==> src/rtl/rga_bus_writer.sv <==
`default_nettype none
// ============================================================================
//  Module   : rga_bus_writer
//  Brief    : Queues chip-register writes and issues one per colour-clock
//             slot onto the RGA[8:1] address bus and the data bus.
//             The colour clock is sampled into the 56 MHz domain. Each of its
//             rising edges opens a new slot. A slot either drives the queue
//             head or parks the bus on the NO-OP register with the data
//             driver off.
//  Revision : 1.0  initial release
// ============================================================================
module rga_bus_writer #(
    parameter int         FIFO_DEPTH = 4,
    parameter logic [7:0] IDLE_RGA   = 8'hFF
) (
    input  logic        clk,
    input  logic        reset,
    input  logic        cck,
    input  logic        req_valid,
    output logic        req_ready,
    input  logic [7:0]  req_addr,
    input  logic [15:0] req_data,
    output logic [7:0]  rga,
    output logic [15:0] db_out,
    output logic        db_oen,
    output logic        wr_strobe,
    output logic        busy
);

    localparam int              c_AW    = (FIFO_DEPTH > 1) ? $clog2(FIFO_DEPTH) : 1;
    localparam logic [c_AW:0]   c_FULL  = (c_AW + 1)'(FIFO_DEPTH);
    localparam logic [0:0]      c_IDLE  = 1'b0;
    localparam logic [0:0]      c_DRIVE = 1'b1;

    // ------------------------------------------------------------------
    // Colour-clock synchroniser and slot boundary detect
    // ------------------------------------------------------------------
    logic r_s1;
    logic r_s2;
    logic r_s3;
    logic w_slot_start;

    // Two-flop synchroniser for cck, plus a history flop for edge detection
    always_ff @(posedge clk or posedge reset) begin
        if (reset) begin
            r_s1 <= 1'b0;
            r_s2 <= 1'b0;
            r_s3 <= 1'b0;
        end else begin
            r_s1 <= cck;
            r_s2 <= r_s1;
            r_s3 <= r_s2;
        end
    end

    assign w_slot_start = r_s2 & ~r_s3;

    // ------------------------------------------------------------------
    // Write queue
    // ------------------------------------------------------------------
    logic [23:0]     r_mem [FIFO_DEPTH];
    logic [c_AW-1:0] r_wr_ptr;
    logic [c_AW-1:0] r_rd_ptr;
    logic [c_AW:0]   r_count;
    logic            w_push;
    logic            w_pop;
    logic [23:0]     w_head;

    // Ready comes from the registered count alone, so a pop in the same cycle
    // does not open a slot for a push while the queue is full
    assign req_ready = (r_count != c_FULL);
    assign w_push    = req_valid & req_ready;
    assign w_pop     = w_slot_start & (r_count != '0);
    assign w_head    = r_mem[r_rd_ptr];

    // Queue storage. This array has no reset because the count controls
    // which entries are valid.
    always_ff @(posedge clk) begin
        if (w_push) begin
            r_mem[r_wr_ptr] <= {req_addr, req_data};
        end
    end

    // Pointers wrap naturally since the depth is a power of two
    always_ff @(posedge clk or posedge reset) begin
        if (reset) begin
            r_wr_ptr <= '0;
            r_rd_ptr <= '0;
        end else begin
            if (w_push) begin
                r_wr_ptr <= r_wr_ptr + c_AW'(1);
            end
            if (w_pop) begin
                r_rd_ptr <= r_rd_ptr + c_AW'(1);
            end
        end
    end

    // Occupancy. A simultaneous push and pop cancel out.
    always_ff @(posedge clk or posedge reset) begin
        if (reset) begin
            r_count <= '0;
        end else begin
            case ({w_push, w_pop})
                2'b10:   r_count <= r_count + (c_AW + 1)'(1);
                2'b01:   r_count <= r_count - (c_AW + 1)'(1);
                default: r_count <= r_count;
            endcase
        end
    end

    // ------------------------------------------------------------------
    // Bus driver: IDLE / DRIVE, re-decided only at each slot boundary
    // ------------------------------------------------------------------
    logic [0:0]  r_state;
    logic [7:0]  r_rga;
    logic [15:0] r_db_out;
    logic        r_wr_strobe;

    // Load the bus from the queue head at slot start, or park on the NO-OP
    // register. When parked, db_out keeps its last value because the driver
    // is off.
    always_ff @(posedge clk or posedge reset) begin
        if (reset) begin
            r_state     <= c_IDLE;
            r_rga       <= IDLE_RGA;
            r_db_out    <= '0;
            r_wr_strobe <= 1'b0;
        end else begin
            r_wr_strobe <= w_pop;
            if (w_slot_start) begin
                if (w_pop) begin
                    r_state  <= c_DRIVE;
                    r_rga    <= w_head[23:16];
                    r_db_out <= w_head[15:0];
                end else begin
                    r_state  <= c_IDLE;
                    r_rga    <= IDLE_RGA;
                end
            end
        end
    end

    assign rga       = r_rga;
    assign db_out    = r_db_out;
    assign db_oen    = (r_state == c_DRIVE);
    assign wr_strobe = r_wr_strobe;
    assign busy      = (r_count != '0) | db_oen;

endmodule
`default_nettype wire
==> config.mk <==
export PLATFORM = sky130hd
export DESIGN_NAME = rga_bus_writer
export DESIGN_NICKNAME = d
export VERILOG_FILES = /design/src/rtl/rga_bus_writer.sv
export SDC_FILE = /design/constraint.sdc
export NUM_CORES = 1
export LEC_CHECK = 0
export CORE_MARGIN = 2
export CORE_UTILIZATION = 56
export DETAILED_ROUTE_END_ITERATION = 12
export GPL_TIMING_DRIVEN = 0
export HOLD_SLACK_MARGIN = 0.08
export PLACE_DENSITY_LB_ADDON = 0.2
export RECOVER_POWER = 50
export SYNTH_ARGS = -nofsm -noshare
export SYNTH_HDL_FRONTEND = slang
export SYNTH_SLANG_ARGS = --single-unit
==> constraint.sdc <==
create_clock -name clk -period 5.7 [get_ports clk]
set_clock_uncertainty 0.05 [all_clocks]
set_input_delay 1.14 -clock clk [delete_from_list [all_inputs] [get_ports clk]]
set_output_delay 1.14 -clock clk [all_outputs]
set_load 0.05 [all_outputs]
==> summary.md, run 1 <==
The run gives 132 as the total clock sinks. The post-layout worst setup margin came out at 2230 ps. The global placement routability congestion was 0.693. The slowest cell on the critical path is sky130_fd_sc_hd__clkdlybuf4s50_1.

The tools report the routed wire length as 8.57 mm. The share of post-route cells with drive strength above 1 was 0.268; the first-pass GRT wire length was 13.6 mm. With fillers left out, the area of the finished cells amounts to 6300 sq um. The floorplan step defined a core boundary enclosing 8680 sq um. Setup repair after global routing left no endpoint under its margin.

TritonCTS built the clock tree. Measured along the y axis, the die boundary spans 98.4 um. For the initial antenna violation count, the log shows 0. Setup total negative slack on the finished layout was measured at 0 ps. For this run, the detailed router's first-pass iteration total came to 4. Power spread over the standard cell area amounts to 597 nW/um^2. The via count of the first global-routing pass was 2555; the worst path arrival time was 2280 ps. The tools report the data required time at the worst endpoint as 4510 ps. The cts-stage hold buffer count came out at 0. Yosys printed 0 warnings. The worst setup path is captured at an output port. The run gives 0 as the global route total overflow. The run gives 34 as the number of cell rows. The maximum clock insertion buffer count came out at 2. The setup path with the least slack is of type flop to output port. For the final hold violation count, the log shows 0.

Max-cap violations in this run came to 0. The switching power as a share of total power works out to 0.319. The post-route clock period utilization came out at 0.609. The number of antenna diodes in the final layout is 0.

In this run the worst hold path is classified as flop to flop. In this run the horizontal extent of the chip is 98.4 um. The tools report the starting utilization of the core area as 0.575.

The wire-length estimate of the detail-placed layout is 4.95 mm. The net count reported at finish was 334. STA classifies the critical path startpoint as a flop. In this run, distinct cell masters in the synthesized netlist total 31.

The delay of the slowest cell on the worst path was 700 ps; the maximum resistive drop on vdd was 0.000347 V. Hold is met by 312 ps. The tools report the register area share after synthesis as 0.760.

The count of buffers added on input and output ports is 55. Highest attainable clock frequency: 0.288 GHz. The run finished with clean final reports. The tools report the worst max-slew margin expressed relative to the limit as 0.0289. The H-tree was split into 4 levels. The detailed router finished its first iteration with 169 violations.

Summing all placed instances gives a cell area of 5680 sq um. The logs give 1.20 mW for the net switching power of the design and 2410 ps for the placement-stage worst setup slack. The tools report the number of slew-limit violations in the final report as 0. Yosys attributes the largest share of cell area to sky130_fd_sc_hd__edfxtp_1 (58%), sky130_fd_sc_hd__dfrtp_1 (14%), sky130_fd_sc_hd__mux4_2 (9.0%). The run gives 0.380 as the part of the total power dissipated in sequential elements.

For the worst-skew pair, the clock arrives at the later sink with an insertion delay of 520 ps. At the pin with the least slew margin, the transition time is 1460 ps. The number of storage elements in the synthesis netlist is 132. The critical path goes through or3_1 > nand2b_1 > clkdlybuf4s50_1.

After layout, the minimum clock period comes to 3470 ps. The floorplan step defined a die boundary enclosing 9690 sq um. The signed area change from the synthesized netlist to the final layout is 26.1%, and the remaining design rule violation count is 0.

Clock-pin slew was measured on the worst setup and hold paths at 60 ps. The fraction of synthesized cell area taken by the top area cell type came out at 0.577. Once the clock tree was built, the resizer swapped 0 gates to a different size. The run gives 0.286 as the clock power share.

Setup violations remaining at the end of the flow were counted as 0. The run gives 0.333 as the logic gate share of total power. Cell internal power was estimated by the tool at 2.56 mW.

In this run the post-CTS setup repair buffer count came out at 0. After detailed routing, the number of vias per cell comes to 5.63. Along the worst path, the maximum fanout reaches 4. The tools report the routed via count as 2372. The largest net degree at the start of global routing was 37. In this run the static leakage power is 2.29 nW.

Averaged over all synthesized cells, the footprint is 22.2 sq um. The number of buffers created by CTS came out at 17. The run gives 56 as the number of placed I/O pins. sky130_fd_sc_hd__edfxtp_1 takes more of the synthesized area than any other cell. The total routing usage reported by global routing was 0.196; the total nets after synthesis was 259. The cell sitting at the root of the clock tree is a sky130_fd_sc_hd__clkbuf_8.

After synthesis the cells add up to 4990 sq um. The count of antenna-violating nets left after detailed routing is 0, and the gate count of the mapped netlist is 225. In the final routed layout, each cell accounts on average for 20.3 um.
final cells by class:
class	count	area (sq um)
Buffer	9	75.1
Tap cell	108	135
Clock inverter	12	153
Clock buffer	20	445
Timing Repair Buffer	56	578
Inverter	9	35.0
Sequential cell	132	3790
Multi-Input combinational cell	75	1080
Fill cell	536	2380
critical path, delay by kind of cell, from the launching register on:
| kind | cells | cell delay [ps] |
|---|---|---|
| and+or+nand+nor | 2 | 650 |
| buffers and inverters | 1 | 700 |
| DFF | 1 | 410 |
stage by stage:
step / total power [mW] / instances / util
6_report: 3.76 / 421 / 0.726
5_1_grt: 3.92 / 421 / 0.726
4_1_cts: 3.79 / 420 / 0.723
3_5_place_dp: 2.70 / 388 / 0.654
3_3_place_gp: 2.67 / 388 / 0.654
2_1_floorplan: 2.32 / 225 / -
cells in the final DEF, fill, tap and decap left out, types with 2 or more instances in the layout:
cell and count:
sky130_fd_sc_hd__and3_1 4, sky130_fd_sc_hd__buf_2 2, sky130_fd_sc_hd__bufinv_16 3, sky130_fd_sc_hd__clkbuf_1 4
sky130_fd_sc_hd__clkbuf_16 16, sky130_fd_sc_hd__clkbuf_8 3, sky130_fd_sc_hd__clkdlybuf4s50_1 28, sky130_fd_sc_hd__clkinv_1 2
sky130_fd_sc_hd__clkinv_4 2, sky130_fd_sc_hd__clkinvlp_4 2, sky130_fd_sc_hd__dfrtp_1 28, sky130_fd_sc_hd__dfstp_2 8
sky130_fd_sc_hd__dlygate4sd3_1 27, sky130_fd_sc_hd__edfxtp_1 96, sky130_fd_sc_hd__ha_1 5, sky130_fd_sc_hd__inv_1 8
sky130_fd_sc_hd__inv_6 2, sky130_fd_sc_hd__mux2_2 8, sky130_fd_sc_hd__mux2_4 9, sky130_fd_sc_hd__mux4_1 4
sky130_fd_sc_hd__mux4_2 20, sky130_fd_sc_hd__o22a_1 8, sky130_fd_sc_hd__xnor2_1 4, sky130_fd_sc_hd__xor2_1 2
power by group through the flow:
stage	combinational (mW)	clock [mW]	sequential (mW)
floorplan	0.580	0	1.74
global placement	1.23	0	1.44
detailed placement	1.25	0	1.45
CTS	1.27	1.09	1.44
global route	1.33	1.14	1.46
finish	1.25	1.08	1.43
worst paths after layout:
check / from / endpoint / slack [ps] / depth (start not counted)
max reg2reg: r_count[0] / r_count[2] / 2990 / 10
max in group asynchronous: reset / r_s1 / 3300 / 2
min: r_s1 / r_s2 / 310 / 0
min reg2reg: r_s1 / r_s2 / 310 / 0
min in group asynchronous: reset / db_out[14] / 1440 / 2
max: r_count[0] / busy / 2230 / 3
state kept, by name, indices dropped and copies added (netlist names):
signal / count
r_s1: 1
rga: 8
r_s2: 1
r_mem: 96
r_s3: 1
r_count: 3
r_wr_ptr: 2
db_oen: 1
wr_strobe: 1
r_rd_ptr: 2
db_out: 16
synth_stat cells:
cell	number
sky130_fd_sc_hd__inv_1	8
sky130_fd_sc_hd__nand2b_1	1
sky130_fd_sc_hd__dfstp_2	8
sky130_fd_sc_hd__fa_1	1
sky130_fd_sc_hd__xnor2_1	4
sky130_fd_sc_hd__dfrtp_1	28
sky130_fd_sc_hd__and2_4	1
sky130_fd_sc_hd__mux2i_1	1
sky130_fd_sc_hd__inv_4	1
sky130_fd_sc_hd__mux2_4	9
sky130_fd_sc_hd__o21ai_0	1
sky130_fd_sc_hd__mux4_1	4
sky130_fd_sc_hd__nor2b_1	1
sky130_fd_sc_hd__buf_2	3
sky130_fd_sc_hd__ha_1	5
sky130_fd_sc_hd__clkbuf_1	2
sky130_fd_sc_hd__nor2_1	1
sky130_fd_sc_hd__buf_4	1
sky130_fd_sc_hd__or3_4	1
sky130_fd_sc_hd__o22a_1	8
sky130_fd_sc_hd__nand3_1	1
sky130_fd_sc_hd__buf_12	1
sky130_fd_sc_hd__xor2_1	2
sky130_fd_sc_hd__nand2_4	1
sky130_fd_sc_hd__or3b_1	1
sky130_fd_sc_hd__and3_1	4
sky130_fd_sc_hd__mux2_2	8
sky130_fd_sc_hd__buf_8	1
sky130_fd_sc_hd__buf_6	1
sky130_fd_sc_hd__edfxtp_1	96
sky130_fd_sc_hd__mux4_2	20
logic make-up (layout without fill, tap and decap cells):
group / after synthesis / after routing / synth area share
DFF: 132 / 132 / 0.760
buffers and inverters: 18 / 106 / 0.0226
and+or+nand+nor: 12 / 12 / 0.0173
xor gates and xnor gates: 6 / 6 / 0.0105
AOI/OAI and AO/OA: 9 / 9 / 0.0150
adders and majority gates: 6 / 6 / 0.0165
muxes: 42 / 42 / 0.158
routing by layer:
| metal | GRT usage | wire length (um) | vias up |
|---|---|---|---|
| li1 | - | - | 1052 |
| met1 | 0.234 | 3380 | 1229 |
| met2 | 0.332 | 4550 | 74 |
| met3 | 0.0624 | 461 | 17 |
| met4 | 0.0832 | 171 | 0 |
| met5 | 0 | 0 | - |
No activity file was read; power rests on OpenSTA's default activity.
==> run 2: changes to the inputs <==
--- a/config.mk
+++ b/config.mk
@@ -6,7 +6,7 @@
 export NUM_CORES = 1
 export LEC_CHECK = 0
 export CORE_MARGIN = 2
-export CORE_UTILIZATION = 56
+export CORE_UTILIZATION = 55
 export DETAILED_ROUTE_END_ITERATION = 12
 export GPL_TIMING_DRIVEN = 0
 export HOLD_SLACK_MARGIN = 0.08
==> constraint.sdc (replaced) <==
create_clock -name clk -period 3.6 [get_ports clk]
set_clock_uncertainty 0.05 [all_clocks]
set_input_delay 0.72 -clock clk [delete_from_list [all_inputs] [get_ports clk]]
set_output_delay 0.72 -clock clk [all_outputs]
set_load 0.05 [all_outputs]
==> run 2 against run 1 <==
Net effect: the flow now finishes with violations (max-capacitance violations); setup slack got worse by 1700 ps; utilization is 1.8 points lower; die area is 1.7% higher; sequential power grew 59%; register-to-register slack worse by 2100 ps; clock-buffer cell count fell by 2; power rose by 53%; via count fell by 2.8%; combinational power increased by 55%; critical endpoint unchanged; largest power group unchanged.
==> summary.md, run 2 (synthesis results as in run 1) <==
The via count of the first global-routing pass was 2531. The analysis attributes to cell leakage a power of 2.24 nW. The number of violations of the max-capacitance limit came out at 1. Clock tree synthesis selected as its root buffer the cell sky130_fd_sc_hd__clkbuf_8. The die covers 9860 sq um. In the layout the commonest cells are sky130_fd_sc_hd__edfxtp_1 (96), sky130_fd_sc_hd__clkdlybuf4s50_1 (29), sky130_fd_sc_hd__dfrtp_1 (28). Highest attainable clock frequency: 0.325 GHz. The final reports fail on max-capacitance violations. The wire-length estimate of the detail-placed layout is 4.78 mm. Setup repair after global routing left no endpoint under its margin. The iteration count of the initial detailed-routing pass is 5.

The largest net degree at the start of global routing is 37, and the highest fanout seen on the critical path is 4. The finished cells cover 6200 sq um. Category of the critical setup timing path: flop to output port. The tree built by TritonCTS fans out to 132 sinks. The final setup violation count is 0. The height of the die was 99.3 um; the signed area change from the synthesized netlist to the final layout was 24.2%. Post-route clock period utilization: 0.855. The run gives 13.2 mm as the first-pass GRT wire length. The commonest non-fill, non-tap cell in the layout was sky130_fd_sc_hd__edfxtp_1. The run gives 0 as the final hold violation count. Number of buffers created by CTS: 17. Initial antenna violation count: 0. The cell count of the worst hold path was 0. Ranked by flip-flop count, first place goes to r_mem.

Starting utilization of the core area: 0.570. The worst path in the final design needs a cycle of 3080 ps, including I/O delays and setup. Post-CTS repair changed the size of 0 cells. At the worst endpoint, the required time is 2830 ps. The total routing usage reported by global routing was 0.187. STA classifies the critical path startpoint as a flop. The share of post-route cells with drive strength above 1 works out to 0.263. The tools report the cts-stage hold buffer count as 0. The floorplan has 34 rows.

The detail route stage leaves a number of antenna-violating nets equal to 0. In the routed design, unresolved DRC markers number 0. The flow ran to the end, but the final reports show violations.

At the later pin of the worst-skew pair, clock insertion delay measures 510 ps. The clock passes through at most 2 buffers. After the first detailed-routing iteration, the DRC count stood at 123. Setup fix buffers added after clock tree synthesis: 0.

TritonCTS built the clock tree. Average wire per cell in the routed design: 20.4 um. After the last flow step, the layout net total stands at 333. The routed wire length is 8.55 mm, and the global route total overflow is 0. The clock transition at the registers of the reported paths is 60 ps. The number of placed I/O pins was 56; the routed via count was 2306. Dividing total power by cell area gives a power density of 927 nW/um^2.

In the routed layout, each cell is associated on average with a via count of 5.49. The worst setup path is captured at an output port. The number of slew-limit violations in the final report came out at 0. The worst hold path belongs to the class flop to flop.

The worst max-slew margin expressed relative to the limit was 0.0140. The run gives 0.000467 V as the maximum resistive drop on vdd. The antenna diode count is 0, and the H-tree depth reported by CTS is 4. In this run the tool buffered the top-level ports with 55 buffer cells.

The run gives 0 ps as the setup TNS. The flip-flop count of the largest register, all copies and words added was 96. The width of the die is 99.3 um. The transition time at the pin with the least slew margin works out to 1480 ps. For the area inside the core boundary, the log shows 8760 sq um. Worst path arrival time: 2310 ps. Counting cells, the worst reg-to-reg path comes to 10.

Total placed instance area: 5680 sq um. The congestion estimate from routability-driven global placement came to 0.710.
run 2: worst max-delay path: stages, from the launching register on:
cell and delay, ps:
sky130_fd_sc_hd__dfrtp_1 410, sky130_fd_sc_hd__or3_1 490, sky130_fd_sc_hd__nand2b_1 200, sky130_fd_sc_hd__clkdlybuf4s50_1 700
run 2: power by group:
part	internal, mW	switching (mW)
clock	0.907	0.627
sequential	2.11	0.160
combinational	0.831	1.11
run 2: final timing paths:
kind / startpoint / endpoint / slack [ps]
setup / recovery: r_count[0] / busy / 520
hold / removal: r_s1 / r_s2 / 300
setup reg to reg: r_count[0] / r_count[2] / 910
hold reg to reg: r_s1 / r_s2 / 300
max in group asynchronous: reset / db_out[0] / 1590
min in group asynchronous: reset / r_wr_ptr[0] / 1030
run 2: area by class of cell:
class | instances | area [sq um]
plain buffers | 9 | 75.1
inverters | 9 | 35.0
clock buffers | 18 | 418
well taps | 108 | 135
clock inverters | 14 | 114
flip-flops and latches | 132 | 3790
multi-input cells | 75 | 1080
fillers | 552 | 2560
repair buffers | 55 | 551
run 2: metrics by stage:
stage               power [mW]  hold slack (ps)  instances  setup WS (ps)  utilization
finish                    5.75              302        420            521        0.708
global placement          4.22              284        388            789        0.648
floorplan                 3.68              281        225           1160            -
CTS                       5.81              300        420            570        0.709
detailed placement        4.26              287        388            776        0.648
global route              5.98              319        420            452        0.708
run 2: metal layers:
layer	share of wire	GRT usage
met1	0.42	0.235
met3	0.046	0.0548
met4	0.014	0.0748
met5	0	0
met2	0.52	0.310
==> run 3: changes to the inputs <==
--- a/config.mk
+++ b/config.mk
@@ -12,6 +12,7 @@
 export HOLD_SLACK_MARGIN = 0.08
 export PLACE_DENSITY_LB_ADDON = 0.2
 export RECOVER_POWER = 50
+export SLEW_MARGIN = 20
 export SYNTH_ARGS = -nofsm -noshare
 export SYNTH_HDL_FRONTEND = slang
 export SYNTH_SLANG_ARGS = --single-unit
==> run 3 against run 2 <==
Net effect: worst hold slack worse by 6.0 ps; power down 0.82%; fmax up 1.4%; the run ends with max-capacitance violations, max-slew violations left; global-route usage about the same; cell count up 0.24%; first-iteration DRC count down 0.81%; largest cell class unchanged; routed wire length down 1.7%; final area down 0.10%; utilization down 0.071 points; via count up 0.48%; register-to-register slack worse by 50 ps; die area unchanged.
==> summary.md, run 3 (synthesis results as in run 1) <==
Flip-flop count of the largest register, all copies and words added: 96. Buffers added to address setup during post-CTS repair amount to 0. The floorplan step defined a die boundary enclosing 9860 sq um. The floorplan step set the die width to 99.3 um.

Setup violations remaining at the end of the flow were counted as 0. The tools report the type of element capturing the critical path as an output port. STA classifies the critical path startpoint as a flop. Final hold violation count: 0.

Timing analysis after detailed placement gives a worst setup slack of 996 ps. The final instance area came out at 6190 sq um. The worst setup path is of the flop to output port kind. At the pin with the least slew margin, the transition time is 1810 ps.

The tools report the worst max-slew margin expressed relative to the limit as -0.206. In the routed design, unresolved DRC markers number 0. The slowest stage of the critical path is the sky130_fd_sc_hd__clkdlybuf4s50_1 cell. IR analysis of the VDD net gives a maximum drop of 0.000388 V. The number of violations of the max-capacitance limit is 1. For the initial antenna violation count, the log shows 0. The post-route clock period utilization came out at 0.844. The cell count after placement is 389. Detailed placement ended at an HPWL of 4.83 mm.

The routed design has 8.41 mm of wire. Hold timing on the final database bottoms out at a slack of 296 ps. The category of cells accounting for the largest share of critical-path delay is buffers and inverters. In the layout the commonest cells are sky130_fd_sc_hd__edfxtp_1 (96), sky130_fd_sc_hd__clkdlybuf4s50_1 (29), sky130_fd_sc_hd__dfrtp_1 (28). The startpoint identified for the worst hold timing path is r_s1. The run gives 5.70 mW as the total power after layout. Setup repair after global routing left no endpoint under its margin. The global placement routability congestion came out at 0.710. Dividing the detail-routed wire length by the instance count gives 20.0 um. The signed area change from the synthesized netlist to the final layout came out at 24.1%. From bottom edge to top edge, the die measures 99.3 um.

The final standard cell utilization of the core was 0.707. The logs give 4 for the H-tree depth reported by CTS and 0.329 GHz for the highest attainable clock frequency. The root buffer cell chosen for the clock tree is sky130_fd_sc_hd__clkbuf_8. Pin placement for this block handled 56 I/O pins.

The final reports fail on max-capacitance violations, max-slew violations. The count of antenna-violating nets left after detailed routing was 0. The register with the most flip-flops in the final layout is r_mem. The tools report the post-layout worst setup margin as 563 ps. The final cell count without fillers was 421; the highest fanout seen on the critical path was 4. The repair_antennas step left the layout with diodes totalling 0. The number of port buffers came out at 55. Dividing total power by cell area gives a power density of 920 nW/um^2. For this run the aggregate overflow at the end of global routing stands at 0. The share of post-route cells with drive strength above 1 was 0.272; the number of instances resized during post-cts repair was 0.

Routed via count divided by cell count: 5.50. Entering global routing, the biggest net connects 32 pins. Row generation in the floorplan step produced 34 rows. The number of buffers created by CTS is 17, and the iteration count of the initial detailed-routing pass is 4. The path class of the tightest hold or removal check is flop to flop.

The starting utilization of the core area was 0.570; the total clock sinks was 132. For the via count of the first global-routing pass, the log shows 2462. The critical path starts at r_count[0]. For the setup TNS, the log shows 0 ps. The delay of the slowest cell on the worst path is 700 ps. Clock latency on the worst-skew pair, taken at its later pin, is 510 ps. The number of buffer and inverter instances along the worst setup path works out to 1. The critical path goes through or3_1 > nand2b_1 > clkdlybuf4s50_1. The routed design could run at a clock period as short as 3040 ps. The first-pass GRT wire length is 13.2 mm. In this run the critical register-to-register path is launched from r_count[0]. The total placed instance area was 5700 sq um; the leakage power was 2.24 nW.

The net count of the finished layout is 334. TritonCTS built the clock tree. The tools report the number of slew-limit violations in the final report as 32. The clock passes through at most 2 buffers. The area inside the core boundary is 8760 sq um, and the total routing usage reported by global routing is 0.187.

The tools report the violation count after the first detailed-route iteration as 122. The run gives 2270 ps as the worst path arrival time. Clock transition at the registers of the reported paths: 60 ps.

The run finished, with violations left. The tools report the cts-stage hold buffer count as 0. The routed via count is 2317. The data required time at the worst endpoint was 2830 ps. Commonest non-fill, non-tap cell in the layout: sky130_fd_sc_hd__edfxtp_1.
## run 3: changes by cell type in the layout (fill, tap and decap cells not counted), sizes merged
cell	previous run	this run
clkbuf	21	24
clkinvlp	5	4
inv	9	8
## run 3: layer usage
layer | vias to the layer above | routed length (um) | track usage
met3 | 11 | 373 | 0.0576
met4 | 0 | 104 | 0.0685
met2 | 66 | 4300 | 0.301
met1 | 1195 | 3630 | 0.245
met5 | - | 0 | 0
li1 | 1045 | - | -
## run 3: path summary, 6_finish.rpt
kind,end,slack [ps],depth (start not counted)
max reg2reg,r_count[1],860,8
min reg2reg,r_s2,300,0
min,r_s2,300,0
max,busy,560,3
min in group asynchronous,db_out[13],510,2
max in group asynchronous,db_out[0],1030,3
## run 3: cell type report
type	instances	area [sq um]
plain buffers	9	75.1
clock buffers	20	425
clock inverters	12	91.3
fillers	558	2570
inverters	9	35.0
multi-input cells	75	1080
flip-flops and latches	132	3790
well taps	108	135
repair buffers	56	554
## run 3: where the power goes
part           internal, mW  switching [mW]
combinational         0.835            1.11
sequential             2.10           0.157
clock                 0.901           0.596
